<file path="config.mk">
export PLATFORM = sky130hd
export DESIGN_NAME = pb_keypad
export DESIGN_NICKNAME = d
export VERILOG_FILES = /design/src/rtl/pb_keypad_pkg.sv /design/src/rtl/pb_keypad_scan.sv /design/src/rtl/pb_keypad.sv
export SDC_FILE = /design/constraint.sdc
export NUM_CORES = 1
export LEC_CHECK = 0
export BUFFER_PORTS_ARGS = -buffer_cell sky130_fd_sc_hd__buf_2
export CORE_MARGIN = 2
export CORE_UTILIZATION = 25
export DETAILED_ROUTE_END_ITERATION = 6
export SLEW_MARGIN = 15
export SYNTH_ARGS = -nofsm -noshare
export SYNTH_HDL_FRONTEND = slang
export SYNTH_SLANG_ARGS = --single-unit
</file>
<file path="constraint.sdc">
create_clock -name clk -period 10.3 [get_ports clk]
set_input_delay 1.545 -clock clk [delete_from_list [all_inputs] [get_ports clk]]
set_output_delay 1.545 -clock clk [all_outputs]
set_load 0.01 [all_outputs]
</file>
<file path="src/rtl/pb_keypad_pkg.sv">
// Shared register offsets, STATUS bit positions and snapshot helpers for the
// pb_keypad peripheral and its keypad_scan sub-module.
package pb_keypad_pkg;

    localparam logic [7:0] KP_STATUS  = 8'd0;
    localparam logic [7:0] KP_KEY     = 8'd1;
    localparam logic [7:0] KP_CONTROL = 8'd2;

    localparam int ST_KEY_VALID = 0;
    localparam int ST_OVERRUN   = 1;
    localparam int ST_KEY_HELD  = 2;
    localparam int ST_FILL_LO   = 4;

    localparam logic [1:0] CONTROL_RESET = 2'b01;

    typedef enum logic [1:0] {
        SNAP_NONE,
        SNAP_SINGLE,
        SNAP_MULTI
    } snap_kind_t;

    function automatic snap_kind_t classify(input logic [15:0] snap);
        logic [4:0] n;
        n = '0;
        for (int i = 0; i < 16; i++) begin
            n = n + 5'(snap[i]);
        end
        if (n == 5'd0) begin
            return SNAP_NONE;
        end else if (n == 5'd1) begin
            return SNAP_SINGLE;
        end
        return SNAP_MULTI;
    endfunction

    // Bit index r*4+c of the snapshot is already the key code.
    function automatic logic [3:0] encode_key(input logic [15:0] snap);
        logic [3:0] code;
        code = '0;
        for (int i = 15; i >= 0; i--) begin
            if (snap[i]) begin
                code = 4'(i);
            end
        end
        return code;
    endfunction

endpackage

</file>
<file path="src/rtl/pb_keypad_scan.sv">
// keypad_scan: column drive, row synchronizer, dwell counter, full-sweep
// snapshot and debounce; emits a one-clock key_stb with the key code.
module keypad_scan
    import pb_keypad_pkg::*;
#(
    parameter logic [15:0] SCAN_DIV = 16'd50000,
    parameter logic [3:0]  DEBOUNCE = 4'd4
) (
    input  logic       clk,
    input  logic       reset,
    input  logic       scan_en,
    input  logic [3:0] row,
    output logic [3:0] col,
    output logic       key_stb,
    output logic [3:0] keycode,
    output logic       key_held
);

    logic [3:0]  row_meta;
    logic [3:0]  row_sync;
    logic        active;
    logic [1:0]  col_idx;
    logic [15:0] dwell;
    logic [15:0] snap_work;
    logic [15:0] snap_prev;
    logic [15:0] snap_full;
    logic [3:0]  stable_cnt;
    logic        col_done;
    logic        sweep_done;
    logic        accept;
    snap_kind_t  kind;

    always_ff @(posedge clk or posedge reset) begin
        if (reset) begin
            row_meta <= 4'hF;
            row_sync <= 4'hF;
        end else begin
            row_meta <= row;
            row_sync <= row_meta;
        end
    end

    // active lags scan_en by a clock so col stays parked out of reset.
    assign col = active ? ~(4'b0001 << col_idx) : 4'hF;

    always_comb begin
        logic [3:0] idx;
        col_done   = active && (dwell == SCAN_DIV - 16'd1);
        sweep_done = col_done && (col_idx == 2'd3);
        snap_full  = snap_work;
        for (int r = 0; r < 4; r++) begin
            idx            = {2'(r), col_idx};
            snap_full[idx] = ~row_sync[r];
        end
        kind   = classify(snap_full);
        accept = sweep_done && (snap_full == snap_prev)
                 && (stable_cnt == DEBOUNCE - 4'd1);
    end

    always_ff @(posedge clk or posedge reset) begin
        if (reset) begin
            active     <= 1'b0;
            col_idx    <= '0;
            dwell      <= '0;
            snap_work  <= '0;
            snap_prev  <= '0;
            stable_cnt <= '0;
            key_stb    <= 1'b0;
            keycode    <= '0;
            key_held   <= 1'b0;
        end else if (!scan_en) begin
            active     <= 1'b0;
            col_idx    <= '0;
            dwell      <= '0;
            snap_work  <= '0;
            snap_prev  <= '0;
            stable_cnt <= '0;
            key_stb    <= 1'b0;
        end else begin
            active  <= 1'b1;
            key_stb <= 1'b0;
            if (active) begin
                if (col_done) begin
                    dwell     <= '0;
                    col_idx   <= col_idx + 2'd1;
                    snap_work <= snap_full;
                    if (sweep_done) begin
                        snap_prev <= snap_full;
                        if (snap_full != snap_prev) begin
                            stable_cnt <= '0;
                        end else if (stable_cnt != DEBOUNCE) begin
                            stable_cnt <= stable_cnt + 4'd1;
                        end
                    end
                end else begin
                    dwell <= dwell + 16'd1;
                end
            end
            // Ghosted or multi-key snapshots leave key_held untouched.
            if (accept) begin
                case (kind)
                    SNAP_SINGLE: begin
                        if (!key_held) begin
                            key_stb  <= 1'b1;
                            keycode  <= encode_key(snap_full);
                            key_held <= 1'b1;
                        end
                    end
                    SNAP_NONE: key_held <= 1'b0;
                    default: ;
                endcase
            end
        end
    end

endmodule

</file>
<file path="src/rtl/pb_keypad.sv">
// PicoBlaze 4x4 keypad input peripheral: register decode, key holding
// register (or 4-deep FIFO when KEYPAD_FIFO_EN is defined) and interrupt.
module pb_keypad
    import pb_keypad_pkg::*;
#(
    parameter logic [7:0]  BASE_ADDRESS = 8'h00,
    parameter logic [15:0] SCAN_DIV     = 16'd50000,
    parameter logic [3:0]  DEBOUNCE     = 4'd4
) (
    input  logic       clk,
    input  logic       reset,
    input  logic [7:0] port_id,
    input  logic [7:0] data_in,
    output logic [7:0] data_out,
    input  logic       read_strobe,
    input  logic       write_strobe,
    output logic [3:0] col,
    input  logic [3:0] row,
    output logic       interrupt
);

    logic [7:0] offset;
    logic [1:0] control;
    logic       scan_stb;
    logic [3:0] scan_code;
    logic       key_held;
    logic       key_valid;
    logic       key_valid_next;
    logic       overrun;
    logic [3:0] key_head;
    logic [1:0] fill_field;
    logic       pop;
    logic       clr_ovr;
    logic [7:0] status_word;
    logic       unused_data;

    assign offset      = port_id - BASE_ADDRESS;
    assign pop         = read_strobe && (offset == KP_KEY);
    assign clr_ovr     = write_strobe && (offset == KP_STATUS) && data_in[ST_OVERRUN];
    assign unused_data = ^data_in[7:2];

    keypad_scan #(
        .SCAN_DIV (SCAN_DIV),
        .DEBOUNCE (DEBOUNCE)
    ) u_scan (
        .clk      (clk),
        .reset    (reset),
        .scan_en  (control[0]),
        .row      (row),
        .col      (col),
        .key_stb  (scan_stb),
        .keycode  (scan_code),
        .key_held (key_held)
    );

    always_ff @(posedge clk or posedge reset) begin
        if (reset) begin
            control <= CONTROL_RESET;
        end else if (write_strobe && (offset == KP_CONTROL)) begin
            control <= data_in[1:0];
        end
    end

`ifdef KEYPAD_FIFO_EN
    logic [3:0] fifo_mem [0:3];
    logic [1:0] wr_ptr;
    logic [1:0] rd_ptr;
    logic [2:0] count;
    logic [2:0] count_next;
    logic       pop_ok;
    logic       push_ok;

    // A pop in the same clock frees the slot a full-FIFO push needs.
    always_comb begin
        pop_ok         = pop && (count != 3'd0);
        push_ok        = scan_stb && ((count != 3'd4) || pop_ok);
        count_next     = count + {2'b0, push_ok} - {2'b0, pop_ok};
        key_valid_next = (count_next != 3'd0);
    end

    always_ff @(posedge clk or posedge reset) begin
        if (reset) begin
            for (int i = 0; i < 4; i++) begin
                fifo_mem[i] <= '0;
            end
            wr_ptr  <= '0;
            rd_ptr  <= '0;
            count   <= '0;
            overrun <= 1'b0;
        end else begin
            if (push_ok) begin
                fifo_mem[wr_ptr] <= scan_code;
                wr_ptr           <= wr_ptr + 2'd1;
            end
            if (pop_ok) begin
                rd_ptr <= rd_ptr + 2'd1;
            end
            count <= count_next;
            if (scan_stb && !push_ok) begin
                overrun <= 1'b1;
            end else if (clr_ovr) begin
                overrun <= 1'b0;
            end
        end
    end

    assign key_valid  = (count != 3'd0);
    assign key_head   = fifo_mem[rd_ptr];
    assign fill_field = key_valid ? 2'(count - 3'd1) : 2'd0;
`else
    logic [3:0] key_reg;
    logic       load;

    always_comb begin
        load           = scan_stb && (!key_valid || pop);
        key_valid_next = key_valid;
        if (load) begin
            key_valid_next = 1'b1;
        end else if (pop) begin
            key_valid_next = 1'b0;
        end
    end

    always_ff @(posedge clk or posedge reset) begin
        if (reset) begin
            key_reg   <= '0;
            key_valid <= 1'b0;
            overrun   <= 1'b0;
        end else begin
            key_valid <= key_valid_next;
            if (load) begin
                key_reg <= scan_code;
            end
            if (scan_stb && !load) begin
                overrun <= 1'b1;
            end else if (clr_ovr) begin
                overrun <= 1'b0;
            end
        end
    end

    assign key_head   = key_reg;
    assign fill_field = 2'd0;
`endif

    always_comb begin
        status_word                = '0;
        status_word[ST_KEY_VALID]  = key_valid;
        status_word[ST_OVERRUN]    = overrun;
        status_word[ST_KEY_HELD]   = key_held;
        status_word[ST_FILL_LO+:2] = fill_field;
    end

    // Registered read mux; undecoded addresses return 0 for OR-combining.
    always_ff @(posedge clk or posedge reset) begin
        if (reset) begin
            data_out  <= '0;
            interrupt <= 1'b0;
        end else begin
            interrupt <= control[1] && key_valid_next;
            case (offset)
                KP_STATUS:  data_out <= status_word;
                KP_KEY:     data_out <= {4'b0, key_head};
                KP_CONTROL: data_out <= {6'b0, control};
                default:    data_out <= '0;
            endcase
        end
    end

endmodule

</file>
==> key figures <==
Synthesis
  • Post-Synth XOR/XNOR Area: 0.0374
  • Mux share of post-synthesis cell area: 0.0670
  • Number of synthesized flops with an enable pin: 0
  • Post-synthesis sequential area ratio: 0.440
  • Prevailing post-synth register cell: dfrtp_1
  • Post-Synth Simple-Gate Area: 0.235
  • Post-synth cell types: 51
  • Syn Std Cell Area: 0.00469 mm2
  • #FFs+latches synth: 82
  • Avg Cell Area, Syn: 9.51 um2
  • Largest family of logic cells by synthesized area: simple AND/OR/NAND/NOR gates
  • Fraction of registers with async set/reset: 1.00
  • Post-synthesis cell count: 493
  • Yosys warning count: 0
  • Synth Area in Compound Gates: 0.0924
  • Fraction of the mapped netlist area in adder cells: 0.0747

GRT
  • Largest net degree at the start of global routing: 82
  • Initial antenna violation count: 0
  • First-pass GRT wire length: 16900 um
  • GRT busiest layer: met2
  • Met1 Use GR: 0.133
  • GRT Util Overall: 0.107
  • Total grt overflow: 0
  • Vias in the first global route: 3418
  • Routing usage on met2: 0.175
  • Global Route met3 Usage: 0.0258

CTS
  • TritonCTS Buffers: 9
  • Post-CTS Setup Repair Bufs: 0
  • # clock sinks: 82
  • Maximum buffer depth of the clock tree: 2
  • Post-CTS sizing: 0
  • Worst skew pair latency: 0.35 ns
  • Number of buffers inserted by hold repair at cts: 0
  • H-tree levels: 3
  • Clock transition at path regs: 0.07 ns
  • Clock Tree Root: clkbuf_16
  • CTS tree: done

Timing
  • Period utilization: 0.587
  • RSZ-0062 raised after global routing: false
  • Final setup vio count: 0
  • Worst-Margin Slew: 0.746 ns
  • Slew HR: 0.503
  • Layout Skew: 0.00975 ns
  • TNS Setup: 0 ns
  • Hold Vio Cnt, Final: 0
  • Final Max Tran Viols: 0
  • Min Tclk post-route: 6.05 ns
  • Max Fclk: 165 MHz
  • Worst hold slack: 0.355 ns

Final layout
  • Final nets: 559
  • P&R area growth vs syn: 14.7%
  • Share of layout cells above drive strength 1: 0.141
  • Core Util, Final: 0.289
  • Filler Cells Inserted: 1917
  • Diode count: 0

Worst setup path
  • Max incr delay on CP: 0.52 ns
  • Setup CP Type: reg -> reg
  • Crit start category: flip-flop
  • WP data required: 10.53 ns
  • Cell Chain, Critical Path: inv_1 -> ha_1 -> nor2_1 -> nor2_1 -> ha_1 -> inv_1 -> fa_1 -> fa_1 -> inv_1 -> fa_1 -> inv_1 -> fa_1 -> inv_1 -> fa_1 -> inv_1 -> fa_1 -> nor4b_1 -> nand3_1 -> or3_1 -> nor3_4 -> mux2_2
  • CP Max Fanout: 11
  • Critical path's slowest cell: fa_1
  • CP Capture Type: flip-flop
  • Data arrival, critical path: 6.27 ns

Floorplan
  • FP Rows: 50
  • I/O pins: 37
  • Die Y: 141 um
  • Die ar.: 0.0199 mm2
  • Core region area: 0.0186 mm2
  • Initial Utilization: 0.252
  • Die width: 141 um

Route
  • Via Count: 3409
  • Starting DRT DRC Count: 177
  • Drt via density: 4.53
  • Remaining antenna violation count: 0
  • Residual DRC: 0
  • Pre-antenna DRT Iters: 4
  • WL final: 9640 um
  • Routed len/inst: 12.8 um

Placement
  • I/O Buffers: 26
  • GPL Wtd Cong: 0.787
  • Dpl hpwl: 6720 um

Power
  • Leak Pwr: 0.00231 uW
  • Reg power frac: 0.454
  • Max VDD drop: 0.0789 mV
  • Comb pwr share: 0.051
  • Int Pwr: 563 uW
  • Pwr Density: 136 mW/mm2
  • Sw Share: 0.228
  • Clk pwr share: 0.495
  • Sw power: 167 uW

Hold path
  • Worst Hold Class: reg -> reg

Run status
  • Status: completed

Job
  • Max cap viols: 0
==> registers in the layout (all words and copies together), names as in the netlist, 2 cells and up <==
name,flops
u_scan.dwell,16
u_scan.row_meta,4
key_head,4
u_scan.keycode,4
u_scan.stable_cnt,4
control,2
u_scan.col_idx,2
u_scan.snap_prev,16
u_scan.snap_work,16
data_out,4
u_scan.row_sync,4
==> cells in the mapped netlist, drive strengths merged (11+ instances only) <==
library cell | n | area, um2
dfrtp | 73 | 1830
inv | 39 | 146
o21ai | 25 | 125
ha | 12 | 150
clkbuf | 14 | 52.6
xor2 | 11 | 96.3
and2 | 23 | 144
nand2b | 16 | 100
mux2i | 19 | 190
nor2 | 38 | 143
nand2 | 43 | 164
mux2 | 11 | 124
nor2b | 21 | 131
a21oi | 29 | 145
==> worst paths after layout <==
| path | from | end | slack [ns] | depth (start not counted) |
|---|---|---|---|---|
| worst max-delay path | u_scan.col_idx[1] | u_scan.keycode[3] | 4.25 | 21 |
| worst min-delay path | u_scan.row_meta[0] | u_scan.row_sync[0] | 0.36 | 0 |
| worst max register to register | u_scan.col_idx[1] | u_scan.keycode[3] | 4.25 | 21 |
| worst min register to register | u_scan.row_meta[0] | u_scan.row_sync[0] | 0.36 | 0 |
| max in group asynchronous | reset | u_scan.keycode[3] | 8.37 | 3 |
| min in group asynchronous | reset | u_scan.snap_work[3] | 1.04 | 2 |
==> critical path, delay by kind of cell (launching register included) <==
| family | cells | cell delay, ns |
|---|---|---|
| AND/OR/NAND/NOR | 6 | 1.46 |
| multiplexers | 1 | 0.36 |
| flip-flops | 1 | 0.41 |
| adder cells (fa/ha/maj) | 8 | 3.29 |
| buffers and inverters | 6 | 0.39 |
==> cell usage in the layout (no fill, tap or decap), types with 4 or more instances in the layout <==
| master | count |
|---|---|
| and2_1 | 23 |
| inv_1 | 38 |
| mux2_2 | 11 |
| o21ai_0 | 23 |
| or4_1 | 5 |
| nor2b_1 | 21 |
| dfrtp_1 | 73 |
| conb_1 | 4 |
| xnor2_1 | 9 |
| or3_1 | 8 |
| ha_1 | 12 |
| nor2_1 | 38 |
| nand4_1 | 8 |
| buf_2 | 26 |
| xor2_1 | 11 |
| mux2i_1 | 19 |
| a21oi_1 | 29 |
| and3_1 | 7 |
| dfstp_2 | 9 |
| nand2_1 | 42 |
| fa_1 | 10 |
| nand3_1 | 9 |
| clkbuf_16 | 9 |
| nand2b_1 | 16 |
| nor3_1 | 9 |
==> layer usage <==
| metal | vias to the layer above | share of wire |
|---|---|---|
| met3 | 19 | 0.028 |
| met1 | 1652 | 0.47 |
| met5 | - | 0 |
| met4 | 0 | 0.031 |
| met2 | 43 | 0.47 |
| li1 | 1695 | - |
==> stage by stage <==
step	total power [uW]	area (um2)	setup slack [ns]	instances
floorplan	363	4700	4.75	496
global placement	374	5040	4.24	736
detailed placement	375	5040	4.22	736
CTS	741	5370	4.20	752
global route	763	5380	3.90	752
finish	729	5380	4.25	752
==> layout make-up <==
| type | instances | area [um2] | area share |
|---|---|---|---|
| tap | 234 | 293 | 0.0545 |
| sequential | 82 | 2060 | 0.384 |
| clock buffer | 10 | 239 | 0.0444 |
| clock inverter | 6 | 96.3 | 0.0179 |
| multi-input combinational | 353 | 2390 | 0.444 |
| timing repair buffer | 28 | 149 | 0.0277 |
| inverter | 39 | 148 | 0.0275 |
==> cells by family (layout without fill, tap and decap cells) <==
kind of cell	Yosys count	in the layout
AND/OR/NAND/NOR	203	203
other	1	4
flip-flops	82	82
AO/OA/AOI/OAI	74	74
XOR/XNOR	20	20
adder cells (fa/ha/maj)	22	22
multiplexers	30	30
buffers and inverters	61	83
==> power by group through the flow <==
stage / clock, uW / combinational [uW] / sequential [uW]
final: 361 / 37.1 / 331
after floorplan: 0 / 28.9 / 334
after detailed placement: 0 / 37.9 / 337
after global placement: 0 / 37.2 / 337
after global routing: 389 / 42.8 / 331
after CTS: 372 / 38.0 / 331
Note: power is estimated with default switching activity, not from simulation.
